===== src/rtl/alu_result_stage_pkg.sv =====
// Shared ALU definitions and fill-level types for the ALU result stage.
// The ALU macros keep the legacy define.v names (DATA_WIDTH, ALU_* op codes,
// REG_ADDR_WIDTH). They are guarded so an existing define.v can supply them.

`ifndef ALU_DEFINES_DONE
`define ALU_DEFINES_DONE
`ifndef DATA_WIDTH
`define DATA_WIDTH 8
`endif
`ifndef REG_ADDR_WIDTH
`define REG_ADDR_WIDTH 4
`endif
`ifndef ALU_ADD
`define ALU_ADD 8'h01
`endif
`ifndef ALU_SUB
`define ALU_SUB 8'h02
`endif
`ifndef ALU_AND
`define ALU_AND 8'h03
`endif
`ifndef ALU_OR
`define ALU_OR  8'h04
`endif
`ifndef ALU_XOR
`define ALU_XOR 8'h05
`endif
`endif

package alu_result_stage_pkg;

    localparam int unsigned QUEUE_DEPTH = 2;

    // Occupancy of the two-entry result queue.
    typedef enum logic [1:0] {
        FILL_EMPTY = 2'd0,
        FILL_ONE   = 2'd1,
        FILL_FULL  = 2'd2
    } fill_t;

    // Occupancy after one more entry is written (saturates at full).
    function automatic fill_t fill_inc(input fill_t f);
        fill_t r;
        case (f)
            FILL_EMPTY: r = FILL_ONE;
            default:    r = FILL_FULL;
        endcase
        return r;
    endfunction

    // Occupancy after one entry is removed (saturates at empty).
    function automatic fill_t fill_dec(input fill_t f);
        fill_t r;
        case (f)
            FILL_FULL: r = FILL_ONE;
            default:   r = FILL_EMPTY;
        endcase
        return r;
    endfunction

endpackage


===== src/rtl/alu_result_fifo2.sv =====
// Generic two-entry in-order queue. Entry 0 is always the head, so the head
// output is a plain register with no read mux.

module alu_result_fifo2
    import alu_result_stage_pkg::*;
#(
    parameter int WIDTH = 8
) (
    input  logic             clk,
    input  logic             rst,
    input  logic             flush,
    input  logic             push,
    input  logic             pop,
    input  logic [WIDTH-1:0] wdata,
    output fill_t            count,
    output logic [WIDTH-1:0] head
);

    logic [WIDTH-1:0] entry0;
    logic [WIDTH-1:0] entry1;
    logic             do_push;
    logic             do_pop;

    // A full queue refuses writes even when the head leaves in the same cycle.
    assign do_push = push && (count != FILL_FULL);
    assign do_pop  = pop  && (count != FILL_EMPTY);

    // Queue storage and occupancy; both reset and flush empty the queue.
    always_ff @(posedge clk) begin
        if (rst || flush) begin
            count  <= FILL_EMPTY;
            entry0 <= '0;
            entry1 <= '0;
        end else begin
            case ({do_push, do_pop})
                2'b11: begin
                    // Only reachable with one entry: the new word replaces the head.
                    entry0 <= wdata;
                end
                2'b10: begin
                    if (count == FILL_EMPTY) begin
                        entry0 <= wdata;
                    end else begin
                        entry1 <= wdata;
                    end
                    count <= fill_inc(count);
                end
                2'b01: begin
                    entry0 <= entry1;
                    entry1 <= '0;
                    count  <= fill_dec(count);
                end
                default: begin
                end
            endcase
        end
    end

    assign head = entry0;

endmodule


===== src/rtl/alu_result_stage.sv =====
// Registered stage after the ALU adder: queues up to two results for the
// register-file write port and keeps carry/zero flags from accepted ADDs.

module alu_result_stage
    import alu_result_stage_pkg::*;
#(
    parameter int DATA_WIDTH     = `DATA_WIDTH,
    parameter int REG_ADDR_WIDTH = `REG_ADDR_WIDTH
) (
    input  logic                      clk,
    input  logic                      rst,
    input  logic                      flush,
    input  logic                      in_valid,
    output logic                      in_ready,
    input  logic [DATA_WIDTH-1:0]     cr,
    input  logic [DATA_WIDTH-1:0]     add_result,
    input  logic [DATA_WIDTH-1:0]     add_addition,
    input  logic [REG_ADDR_WIDTH-1:0] dest,
    output logic                      out_valid,
    input  logic                      out_ready,
    output logic [DATA_WIDTH-1:0]     out_data,
    output logic [DATA_WIDTH-1:0]     out_high,
    output logic [REG_ADDR_WIDTH-1:0] out_dest,
    output logic                      out_wide,
    output logic                      flag_c,
    output logic                      flag_z
);

    localparam int ENTRY_W = 1 + REG_ADDR_WIDTH + 2 * DATA_WIDTH;

    fill_t              fill;
    logic               push;
    logic               pop;
    logic               is_add;
    logic [ENTRY_W-1:0] entry_in;
    logic [ENTRY_W-1:0] entry_head;

    // Handshake derives only from registered occupancy, never from in_*/out_ready.
    assign in_ready  = (fill != FILL_FULL);
    assign out_valid = (fill != FILL_EMPTY);
    assign push      = in_valid && in_ready;
    assign pop       = out_valid && out_ready;

    assign is_add   = (cr == DATA_WIDTH'(`ALU_ADD));
    assign entry_in = {is_add, dest, add_addition, add_result};

    alu_result_fifo2 #(
        .WIDTH (ENTRY_W)
    ) u_fifo (
        .clk   (clk),
        .rst   (rst),
        .flush (flush),
        .push  (push),
        .pop   (pop),
        .wdata (entry_in),
        .count (fill),
        .head  (entry_head)
    );

    assign {out_wide, out_dest, out_high, out_data} = entry_head;

    // Flags follow accepted ADDs; a push dropped by flush still updates them.
    always_ff @(posedge clk) begin
        if (rst) begin
            flag_c <= 1'b0;
            flag_z <= 1'b0;
        end else if (push && is_add) begin
            flag_c <= |add_addition;
            flag_z <= ~(|add_result) & ~(|add_addition);
        end
    end

endmodule


===== config.mk =====
export PLATFORM = sky130hd
export DESIGN_NAME = alu_result_stage
export DESIGN_NICKNAME = d
export VERILOG_FILES = /design/src/rtl/alu_result_stage_pkg.sv /design/src/rtl/alu_result_fifo2.sv /design/src/rtl/alu_result_stage.sv
export SDC_FILE = /design/constraint.sdc
export NUM_CORES = 1
export LEC_CHECK = 0
export ABC_CLOCK_PERIOD_IN_PS = 3100
export CELL_PAD_IN_SITES_DETAIL_PLACEMENT = 1
export CELL_PAD_IN_SITES_GLOBAL_PLACEMENT = 1
export CORE_MARGIN = 3
export CORE_UTILIZATION = 39
export CTS_BUF_LIST = sky130_fd_sc_hd__clkbuf_4 sky130_fd_sc_hd__clkbuf_8 sky130_fd_sc_hd__clkbuf_16
export DETAILED_ROUTE_END_ITERATION = 8
export PLACE_DENSITY_LB_ADDON = 0.1
export REMOVE_ABC_BUFFERS = 1
export SETUP_SLACK_MARGIN = 0.15
export SYNTH_ARGS = -nofsm -noshare
export SYNTH_HDL_FRONTEND = slang
export SYNTH_SLANG_ARGS = --single-unit
export TNS_END_PERCENT = 100

===== constraint.sdc =====
create_clock -name clk -period 3.1 [get_ports clk]
set_input_delay 0.31 -clock clk [delete_from_list [all_inputs] [get_ports clk]]
set_output_delay 0.31 -clock clk [all_outputs]
set_load 0.02 [all_outputs]

; Word level (Yosys, flattened, before mapping)
; Cells that the tools add are included.
[totals]
regBits = 46
latchBits = 0
ramBits = 0
romBits = 0
in_bits = 33
out_inout_bits = 25
elab_cells = 37
memories = 0
[op_classes]
addsub = 0
multipliers = 0
div_mod_pow = 0
order_cmp = 0
n_eq_ne = 8
n_shift = 0
muxes = 7
n_bitwise = 3
reduce_logical = 14
[op_table]
columns = operator, count
row1 = 21-bit one-hot mux with 3 select lines, 1
row2 = 21-bit 2-to-1 mux, 2
row3 = 21-bit one-hot mux with 2 select lines, 1
row4 = 8-bit OR reduction, 2
row5 = 8-bit by 1-bit == test with 1-bit output (second input constant), 1
row6 = 2-bit == test (second input constant), 3
row7 = 1-bit logical AND, 5
row8 = 2-bit inequality test (second input constant), 2
row9 = 2-bit one-hot mux with 2 select lines, 1
row10 = 2-bit AND reduction, 2
row11 = 2-bit nonzero test, 2
row12 = 3-bit nonzero test, 1
row13 = 2-bit by 1-bit == test with 1-bit output (second input constant), 1
row14 = 2-bit logical NOT, 1
row15 = 2-bit 2-to-1 mux, 1
row16 = 2-bit by 1-bit inequality test with 1-bit output (second input constant), 1
row17 = 1-bit inverter, 2
row18 = 1-bit bitwise AND, 1
row19 = 1-bit logical OR, 1
row20 = 1-bit 2-to-1 mux, 1

; Logic depth before layout (Yosys ltp)
; Gate-level depths: netlist (run 1).
[logic_depth]
ltp_word = 6
ltp_mapped = 10
mapped_depth_nobuf = 7

; Cells and area by module
; A second synthesis (run 1) with hierarchy kept.
[unflattened]
cells_unflattened = 194
area_unflattened_um2 = 2128.3
[by_module_without_submodules]
columns = module, instances, cells_each, area_each_um2, seq_area_each_um2
row1 = alu_result_fifo2, 1, 170, 1938.1, 880.8
row2 = alu_result_stage, 1, 24, 190.2, 40.0

; Worst setup path before layout (run 1)
; OpenSTA, ideal clock, no wires.
[synth_timing]
path_kind = register to register
startpoint = reg u_fifo.count[1]
endpoint = reg u_fifo.entry1[20]
setup_ns = 0.070
arrival_ns = 1.989
required_ns = 3.030
setup_slack_ns = 1.040
path_stages_with_launch = 11
n_path_buf = 3
synth_period_minus_slack_ns = 2.060
cell_sequence = dfxtp_1 -> buf_6 -> or2_4 -> nand2_4 -> inv_2 -> buf_2 -> ha_1 -> o21ba_2 -> clkbuf_1 -> nand4_1 -> a21oi_1
[synth_between]
elab_chain_cells = 6
word_cells_on_any_way = 13
cone_classes = 4 x eq/ne / 1 x mux / 8 x reduce/logical
[synth_lines]
columns = item, line
row1 = from (decl), alu_result_fifo2.sv:15  ; output fill_t count,
row2 = from (signal assigned), alu_result_fifo2.sv:46  ; count <= fill_inc(count);
row3 = from (signal assigned), alu_result_fifo2.sv:51  ; count <= fill_dec(count);
row4 = 2-bit nonzero test (*), alu_result_stage.sv:40  ; assign out_valid = (fill != FILL_EMPTY);
row5 = via out_valid, alu_result_stage.sv:19  ; output logic out_valid,
row6 = 1-bit logical AND, alu_result_stage.sv:42  ; assign pop = out_valid && out_ready;
row7 = 1-bit logical AND (*), alu_result_fifo2.sv:26  ; assign do_pop = pop && (count != FILL_EMPTY);
row8 = 2-bit == test or 2-bit by 1-bit == test with 1-bit output (tied branches), alu_result_fifo2.sv:35  ; case ({do_push, do_pop})
row9 = 2-bit inequality test (no line) or 2-bit nonzero test (tied branches), n/a
row10 = 2-bit AND reduction (no line), n/a
row11 = to (signal assigned), alu_result_fifo2.sv:44  ; entry1 <= wdata;
row12 = to (decl), alu_result_fifo2.sv:20  ; logic [WIDTH-1:0] entry1;
; The timed path passes the listed nets; every way through them passes the cells marked *.
; A chain may end at the register's enable or synchronous reset.

; Final worst setup path (run 1)
[layout_timing]
startpoint = reg u_fifo.count[0]
endpoint = reg u_fifo.entry1[0]
[layout_between]
elab_chain_cells = 6
word_cells_on_any_way = 13
cone_classes = 4 x eq/ne / 1 x mux / 8 x reduce/logical
[layout_lines]
columns = item, line
row1 = 2-bit inequality test or 2-bit nonzero test (tied branches), n/a
row2 = 1-bit logical AND (on tied branches), "alu_result_stage.sv:41, alu_result_stage.sv:42"
row3 = 1-bit logical AND (on tied branches), "alu_result_fifo2.sv:25, alu_result_fifo2.sv:26"
row4 = 2-bit == test or 2-bit by 1-bit == test with 1-bit output (tied branches), alu_result_fifo2.sv:35
row5 = 2-bit inequality test (no line) or 2-bit nonzero test (tied branches), n/a
row6 = 2-bit AND reduction (no line), n/a
; Parallel ways exist; a longest one is shown, timed or not.

==> results.md, run 1 <==
- Layout cells sized above 1: 0.154
- # rows: 26
- Met2 WL: 2970 um
- Critical path startpoint category: flip-flop
- Period utilization: 0.817
- F_max: 395 MHz
- Routed metal-1 wirelength: 2900 um
- CP max stage delay: 0.95 ns
- Syn Inst Count: 230
- Vias in the first global route: 2071
- Initial antenna violation count: 0
- Finish-stage setup viols: 0
- Yosys warns: 0
- Post-DR wirelength/cell: 17.7 um
- Arr. time, crit path: 2.76 ns
- Area Overhead vs Synth: 32.4%
- RSZ-0062 raised after global routing: no
- Critical path class: reg -> reg
- Clock transition at path regs: 0.08 ns
- Final Max Tran Viols: 0
- PortBufs: 57
- CTS tree: done
- Slew HR: 0.204
- Synth Cell Area: 0.00218 mm2
- Global placer's final weighted congestion: 0.786
- Grt total ovfl: 0
- DRT antenna net count: 0
- Largest net degree at the start of global routing: 26
- Max clock buf depth: 2
- CP required: 3.32 ns
- Pre-antenna DRT Iters: 4
- Final nets: 316
- Slew @ Worst Pin: 1.19 ns
- Total power: 1.25 mW
- CTS Hold Bufs: 0
- Sum Neg Setup Slack: 0 ns
- Crit-path cells: nand2b_1 -> nand2_1 -> inv_1 -> ha_1 -> nor3b_2 -> o21ai_0 -> a21oi_1
- Worst VDD drop: 0.000221 V
- Leak: 0.939 nW
- Inserted Clock Buffers: 5
- Worst-path fanout max: 21
- Width of the die: 80.7 um
- #FFs+latches synth: 46
- Initial Util: 0.416
- Dpl cells: 343
- # diodes: 0
- Seq/Total Area, Yosys: 0.423
- Met3 Wirelength: 298 um
- Status: finished, final reports clean
- Resized Gates After CTS: 0
- Post-DP HPWL: 4170 um
- Routed wire length: 6190 um
- Total clock sinks: 46
- Gr usage total: 0.204
- Synth Area per Inst: 9.47 um2
- Post-CTS Setup Bufs: 0
- Max_cap viols: 0
- Worst Skew: 0.00491 ns
- Io pins: 58
- Min-Delay Path Class: reg -> reg
- Pwr per Cell Area: 434 mW/mm2
- Via-to-Cell Ratio: 5.55
- Post-route DRC: 0
- CP max stage cell: nor3b_2
- Global-route wire length before repair: 10300 um
- Vias: 1942
- Final Hold Viols: 0
- Root Buffer: clkbuf_8
- Crit. End Element: flip-flop
- Die height: 80.7 um
- Max Used Layer: met4
- Final Non-Filler Cells: 350
- Library cells used by synthesis: 34
- Drt first-iter violations: 76
- Die Area: 0.00651 mm2
- Post-layout minimum cycle time: 2.53 ns
- Worst-Skew Late Latency: 0.29 ns
- H-Tree Depth: 2
- Core footprint: 0.00524 mm2
## path summary, 6_finish.rpt
kind	end	startpoint	depth (start not counted)	slack, ns
max	u_fifo.entry1[0]$_SDFFE_PP0P_	u_fifo.count[0]$_SDFFE_PP0P_	7	0.57
min	u_fifo.entry1[15]$_SDFFE_PP0P_	u_fifo.entry1[15]$_SDFFE_PP0P_	2	0.48
max reg2reg	u_fifo.entry1[0]$_SDFFE_PP0P_	u_fifo.count[0]$_SDFFE_PP0P_	7	0.57
min reg2reg	u_fifo.entry1[15]$_SDFFE_PP0P_	u_fifo.entry1[15]$_SDFFE_PP0P_	2	0.48
## critical path: cells and delay by family, from the launching register on
family                     cells  cell delay [ns]
and+or+nand+nor                3             1.32
DFF                            1             0.47
AOI/OAI and AO/OA              2             0.42
adders and majority gates      1             0.18
buffers and inverters          1             0.08
## sequential cells by signal, summed over array words and instances, names as in the netlist
register / count
flag_z: 1
u_fifo.count: 2
u_fifo.entry1: 21
u_fifo.head: 21
flag_c: 1
## layer usage
| layer | GRT usage | up-vias |
|---|---|---|
| met2 | 0.361 | 44 |
| met5 | 0 | - |
| met1 | 0.256 | 948 |
| met4 | 0.0422 | 0 |
| met3 | 0.0392 | 2 |
| li1 | - | 948 |
## cell usage after synthesis (all sizes together)
master | count | area (um2)
and4 | 1 | 8.76
nand4 | 1 | 6.26
a311oi | 1 | 8.76
dfxtp | 46 | 921
mux2i | 21 | 210
or3 | 1 | 6.26
a21oi | 22 | 110
a211oi | 21 | 258
nor4 | 1 | 6.26
or2 | 3 | 23.8
nand3 | 20 | 100
or4 | 3 | 22.5
nor2 | 3 | 11.3
o21ba | 1 | 10.0
clkbuf | 14 | 52.6
nor4b | 1 | 8.76
ha | 3 | 37.5
a41o | 1 | 10.0
nand2b | 2 | 12.5
xor2 | 1 | 8.76
inv | 2 | 7.50
nand2 | 4 | 22.5
nor3 | 23 | 115
nand3b | 1 | 7.51
nor3b | 2 | 15.0
o21ai | 21 | 105
a41oi | 2 | 17.5
buf | 8 | 53.8
## metrics by stage
step / setup slack [ns] / area [um2] / hold WS (ns) / util
CTS: 0.587 / 2880 / 0.481 / 0.550
global placement: 0.587 / 2800 / 0.456 / 0.534
detailed placement: 0.527 / 2800 / 0.468 / 0.534
floorplan: 0.350 / 2070 / 0.383 / -
finish: 0.567 / 2880 / 0.481 / 0.550
global route: 0.340 / 2880 / 0.509 / 0.550
## cells in the final DEF (no fill, tap or decap), types with 5 or more instances in the layout
master	count
buf_4	8
clkbuf_8	5
a21oi_1	22
o21ai_0	21
mux2i_1	21
a211oi_2	20
nor3_1	23
clkdlybuf4s50_1	57
dfxtp_1	46
nand3_1	20
## cells by family after synthesis
kind of cell,after synthesis,share of synthesized area
AO/OA/AOI/OAI,69,0.239
buffers and inverters,24,0.0523
flip-flops,46,0.423
adder cells (fa/ha/maj),3,0.0172
AND/OR/NAND/NOR,66,0.168
XOR/XNOR,1,0.00402
multiplexers,21,0.0966
## layout make-up
type / instances / area (um2)
Clock buffer: 7 / 83.8
Inverter: 2 / 7.51
Multi-Input combinational cell: 160 / 1150
Fill cell: 611 / 2350
Tap cell: 70 / 87.6
Timing Repair Buffer: 65 / 631
Sequential cell: 46 / 921
## where the power goes
group	internal, mW	switching, mW
registers	0.609	0.0114
clock network	0.173	0.193
logic	0.115	0.149
Note: power is estimated with default switching activity, not from simulation.
==> run 2: changes to the inputs <==
--- a/config.mk
+++ b/config.mk
@@ -5,11 +5,11 @@
 export SDC_FILE = /design/constraint.sdc
 export NUM_CORES = 1
 export LEC_CHECK = 0
-export ABC_CLOCK_PERIOD_IN_PS = 3100
+export ABC_CLOCK_PERIOD_IN_PS = 2430
 export CELL_PAD_IN_SITES_DETAIL_PLACEMENT = 1
 export CELL_PAD_IN_SITES_GLOBAL_PLACEMENT = 1
 export CORE_MARGIN = 3
-export CORE_UTILIZATION = 39
+export CORE_UTILIZATION = 36
 export CTS_BUF_LIST = sky130_fd_sc_hd__clkbuf_4 sky130_fd_sc_hd__clkbuf_8 sky130_fd_sc_hd__clkbuf_16
 export DETAILED_ROUTE_END_ITERATION = 8
 export PLACE_DENSITY_LB_ADDON = 0.1
==> constraint.sdc (replaced) <==
create_clock -name clk -period 2.43 [get_ports clk]
set_input_delay 0.243 -clock clk [delete_from_list [all_inputs] [get_ports clk]]
set_output_delay 0.243 -clock clk [all_outputs]
set_load 0.02 [all_outputs]
==> results.md, run 2 (synthesized netlist as in run 1, its figures left out) <==
- # fillers: 647 (was 611)
- Dpl cells: 349 (was 343)
- Arr. time, crit path: 2.33 ns (was 2.76 ns)
- Inserted Clock Buffers: 5 (unchanged)
- Slew HR: 0.508 (was 0.204)
- Hold Slack: 0.481 ns (about the same)
- Critical path startpoint category: flip-flop (unchanged)
- Post-layout minimum cycle time: 2.11 ns (was 2.53 ns)
- Pre-CTS setup slack: -0.0835 ns (was 0.527 ns)
- Width of the die: 83.8 um (was 80.7 um)
- Final Max Tran Viols: 0 (unchanged)
- CTS tree: done (unchanged)
- Io pins: 58 (unchanged)
- Met3 Use GR: 0.0355 (was 0.0392)
- FF/Latch Area: 922 um2 (was 921 um2)
- DP Area: 0.00283 mm2 (was 0.00280 mm2)
- DRT antenna net count: 0 (unchanged)
- Combinational group share of total power: 0.197 (was 0.211)
- Leak: 0.972 nW (was 0.939 nW)
- RSZ-0062 raised after global routing: no (unchanged)
- Status: finished, final reports clean (unchanged)
- Worst VDD drop: 0.000236 V (was 0.000221 V)
- Drt first-iter violations: 56 (was 76)
- # rows: 27 (was 26)
- Final nets: 320 (was 316)
- Finish-stage setup viols: 0 (unchanged)
- CP max stage delay: 0.42 ns (was 0.95 ns)
- Hold depth: 2 (unchanged)
- Commonest non-fill, non-tap cell in the layout: clkdlybuf4s50_1 (unchanged)
- Layout cells sized above 1: 0.175 (was 0.154)
- Min-Delay Path Class: reg -> reg (unchanged)
- Worst hold endpoint: u_fifo.entry1[16]$_SDFFE_PP0P_ (was u_fifo.entry1[15]$_SDFFE_PP0P_)
- H-Tree Depth: 2 (unchanged)
- Vias in the first global route: 2087 (was 2071)
- Worst-case reg-to-reg path depth: 9 (was 7)
- Post-DR wirelength/cell: 17.4 um (was 17.7 um)
- Die Area: 0.00702 mm2 (was 0.00651 mm2)
- PortBufs: 57 (unchanged)
- Final Non-Filler Cells: 357 (was 350)
- Pwr per Cell Area: 582 mW/mm2 (was 434 mW/mm2)
- Die height: 83.8 um (was 80.7 um)
- Area of the multi-input gates: 0.00116 mm2 (was 0.00115 mm2)
- Root Buffer: clkbuf_8 (unchanged)
- Period utilization: 0.868 (was 0.817)
- Cell mode on critical path: buf_4
- Slew @ Worst Pin: 0.737 ns (was 1.19 ns)
- WP buf/inv: 3 (was 1)
- Sw frac: 0.275 (was 0.283)
- Global placer's final weighted congestion: 0.742 (was 0.786)
- Post-CTS Setup Bufs: 0 (unchanged)
- Internal power: 1.25 mW (was 0.898 mW)
- Crit. End Element: flip-flop (unchanged)
- Area Overhead vs Synth: 35.7% (was 32.4%)
- # diodes: 0 (unchanged)
- Final Hold Viols: 0 (unchanged)
- CP max stage cell: dfxtp_2 (was nor3b_2)
- Largest net degree at the start of global routing: 24 (was 26)
- Initial Util: 0.384 (was 0.416)
- Max_cap viols: 0 (unchanged)
- Clock transition at path regs: 0.09 ns (was 0.08 ns)
- Worst Setup Slack, final: 0.322 ns (was 0.567 ns)
- FF-to-FF End: u_fifo.entry1[12]$_SDFFE_PP0P_ (was u_fifo.entry1[0]$_SDFFE_PP0P_)
- Design area: 0.00296 mm2 (was 0.00288 mm2)
- Gr usage total: 0.178 (was 0.204)
- Worst Skew: 0.00482 ns (was 0.00491 ns)
- Worst-Skew Late Latency: 0.30 ns (was 0.29 ns)
- Post-route DRC: 0 (unchanged)
- GRT met1 Usage: 0.243 (was 0.256)
- Worst hold start: u_fifo.entry1[16]$_SDFFE_PP0P_ (was u_fifo.entry1[15]$_SDFFE_PP0P_)
- Commonest cells after routing, fill and taps aside: 57 x clkdlybuf4s50_1, 45 x dfxtp_1, 23 x nor3_1 (was 57 x clkdlybuf4s50_1, 46 x dfxtp_1, 23 x nor3_1)
- Post-DP HPWL: 4270 um (was 4170 um)
- Busiest grt layer: met2 (unchanged)
- Sequential Power Share: 0.460 (was 0.496)
- Delay-heaviest family, CP: buffers and inverters (was simple AND/OR/NAND/NOR gates)
- Critical path class: reg -> reg (unchanged)
- CP required: 2.65 ns (was 3.32 ns)
- Met2 usage: 0.298 (was 0.361)
- Worst r2r src: u_fifo.count[0]$_SDFFE_PP0P_ (unchanged)
- Crit-path cells: nand2b_1 -> nand2_1 -> inv_1 -> ha_1 -> buf_4 -> nor3b_2 -> buf_4 -> o21ai_0 -> a21oi_1 (was nand2b_1 -> nand2_1 -> inv_1 -> ha_1 -> nor3b_2 -> o21ai_0 -> a21oi_1)
- Core footprint: 0.00568 mm2 (was 0.00524 mm2)
- Pre-antenna DRT Iters: 4 (unchanged)
- Vias: 1977 (was 1942)
- Routed wire length: 6200 um (was 6190 um)
- Global-route wire length before repair: 10400 um (was 10300 um)
- Worst-path fanout max: 22 (was 21)
- Max clock buf depth: 2 (unchanged)
- Psw: 0.473 mW (was 0.354 mW)
- Total power: 1.72 mW (was 1.25 mW)
- Total clock sinks: 46 (unchanged)
- R2r setup slk: 0.32 ns (was 0.57 ns)
- Grt total ovfl: 0 (unchanged)
- F_max: 474 MHz (was 395 MHz)
- Clk pwr share: 0.343 (was 0.293)
- Initial antenna violation count: 0 (unchanged)
- Via-to-Cell Ratio: 5.54 (was 5.55)
-- run 2: layout make-up --
type | instances | share of cell area
clock buffer | 6 | 0.0258
clock inverter | 2 | 0.0127
inverter | 2 | 0.00254
multi-input combinational | 160 | 0.393
sequential | 46 | 0.312
tap | 72 | 0.0305
timing repair buffer | 69 | 0.224
-- run 2: power by group through the flow --
stage | Sequential (mW) | Combinational, mW | Clock [mW]
5_1_grt | 0.796 | 0.367 | 0.638
4_1_cts | 0.792 | 0.341 | 0.604
2_1_floorplan | 0.831 | 0.152 | 0
3_5_place_dp | 0.809 | 0.339 | 0
3_3_place_gp | 0.809 | 0.337 | 0
6_report | 0.792 | 0.338 | 0.590
-- run 2: what timing repair did --
| action | CTS | global route |
|---|---|---|
| resized for setup | 1 | 2 |
| hold buffers | 0 | 0 |
| endpoints found under the setup margin | 21 | 22 |
-- run 2: worst max path at each step --
stage | start | to | depth (start not counted)
global route | u_fifo.count[0]$_SDFFE_PP0P_ | u_fifo.entry1[11]$_SDFFE_PP0P_ | 9
detailed placement | in_valid | u_fifo.entry1[14]$_SDFFE_PP0P_ | 6
finish | u_fifo.count[0]$_SDFFE_PP0P_ | u_fifo.entry1[12]$_SDFFE_PP0P_ | 9
global placement | in_valid | u_fifo.entry1[12]$_SDFFE_PP0P_ | 6
floorplan | u_fifo.count[0]$_SDFFE_PP0P_ | u_fifo.entry1[20]$_SDFFE_PP0P_ | 7
CTS | u_fifo.count[0]$_SDFFE_PP0P_ | u_fifo.entry1[12]$_SDFFE_PP0P_ | 7
-- run 2: metrics by stage --
stage	util	setup TNS (ns)
6_report	0.521	0
5_1_grt	0.521	0
4_1_cts	0.519	0
3_5_place_dp	0.499	-0.883
3_3_place_gp	0.499	-0.766
2_1_floorplan	-	-6.43
-- run 2: worst register-to-register path, stage by stage, from the launching register on --
cell	delay, ns
dfxtp_2	0.42
nand2b_1	0.21
nand2_1	0.12
inv_1	0.08
ha_1	0.18
buf_4	0.28
nor3b_2	0.21
buf_4	0.24
o21ai_0	0.12
a21oi_1	0.17
-- run 2: metal layers --
metal	wire (um)	vias up	share of wire
met5	0	-	0
met4	14	0	0.0023
met3	168	2	0.027
met2	2990	33	0.48
met1	3030	982	0.49
li1	-	960	-
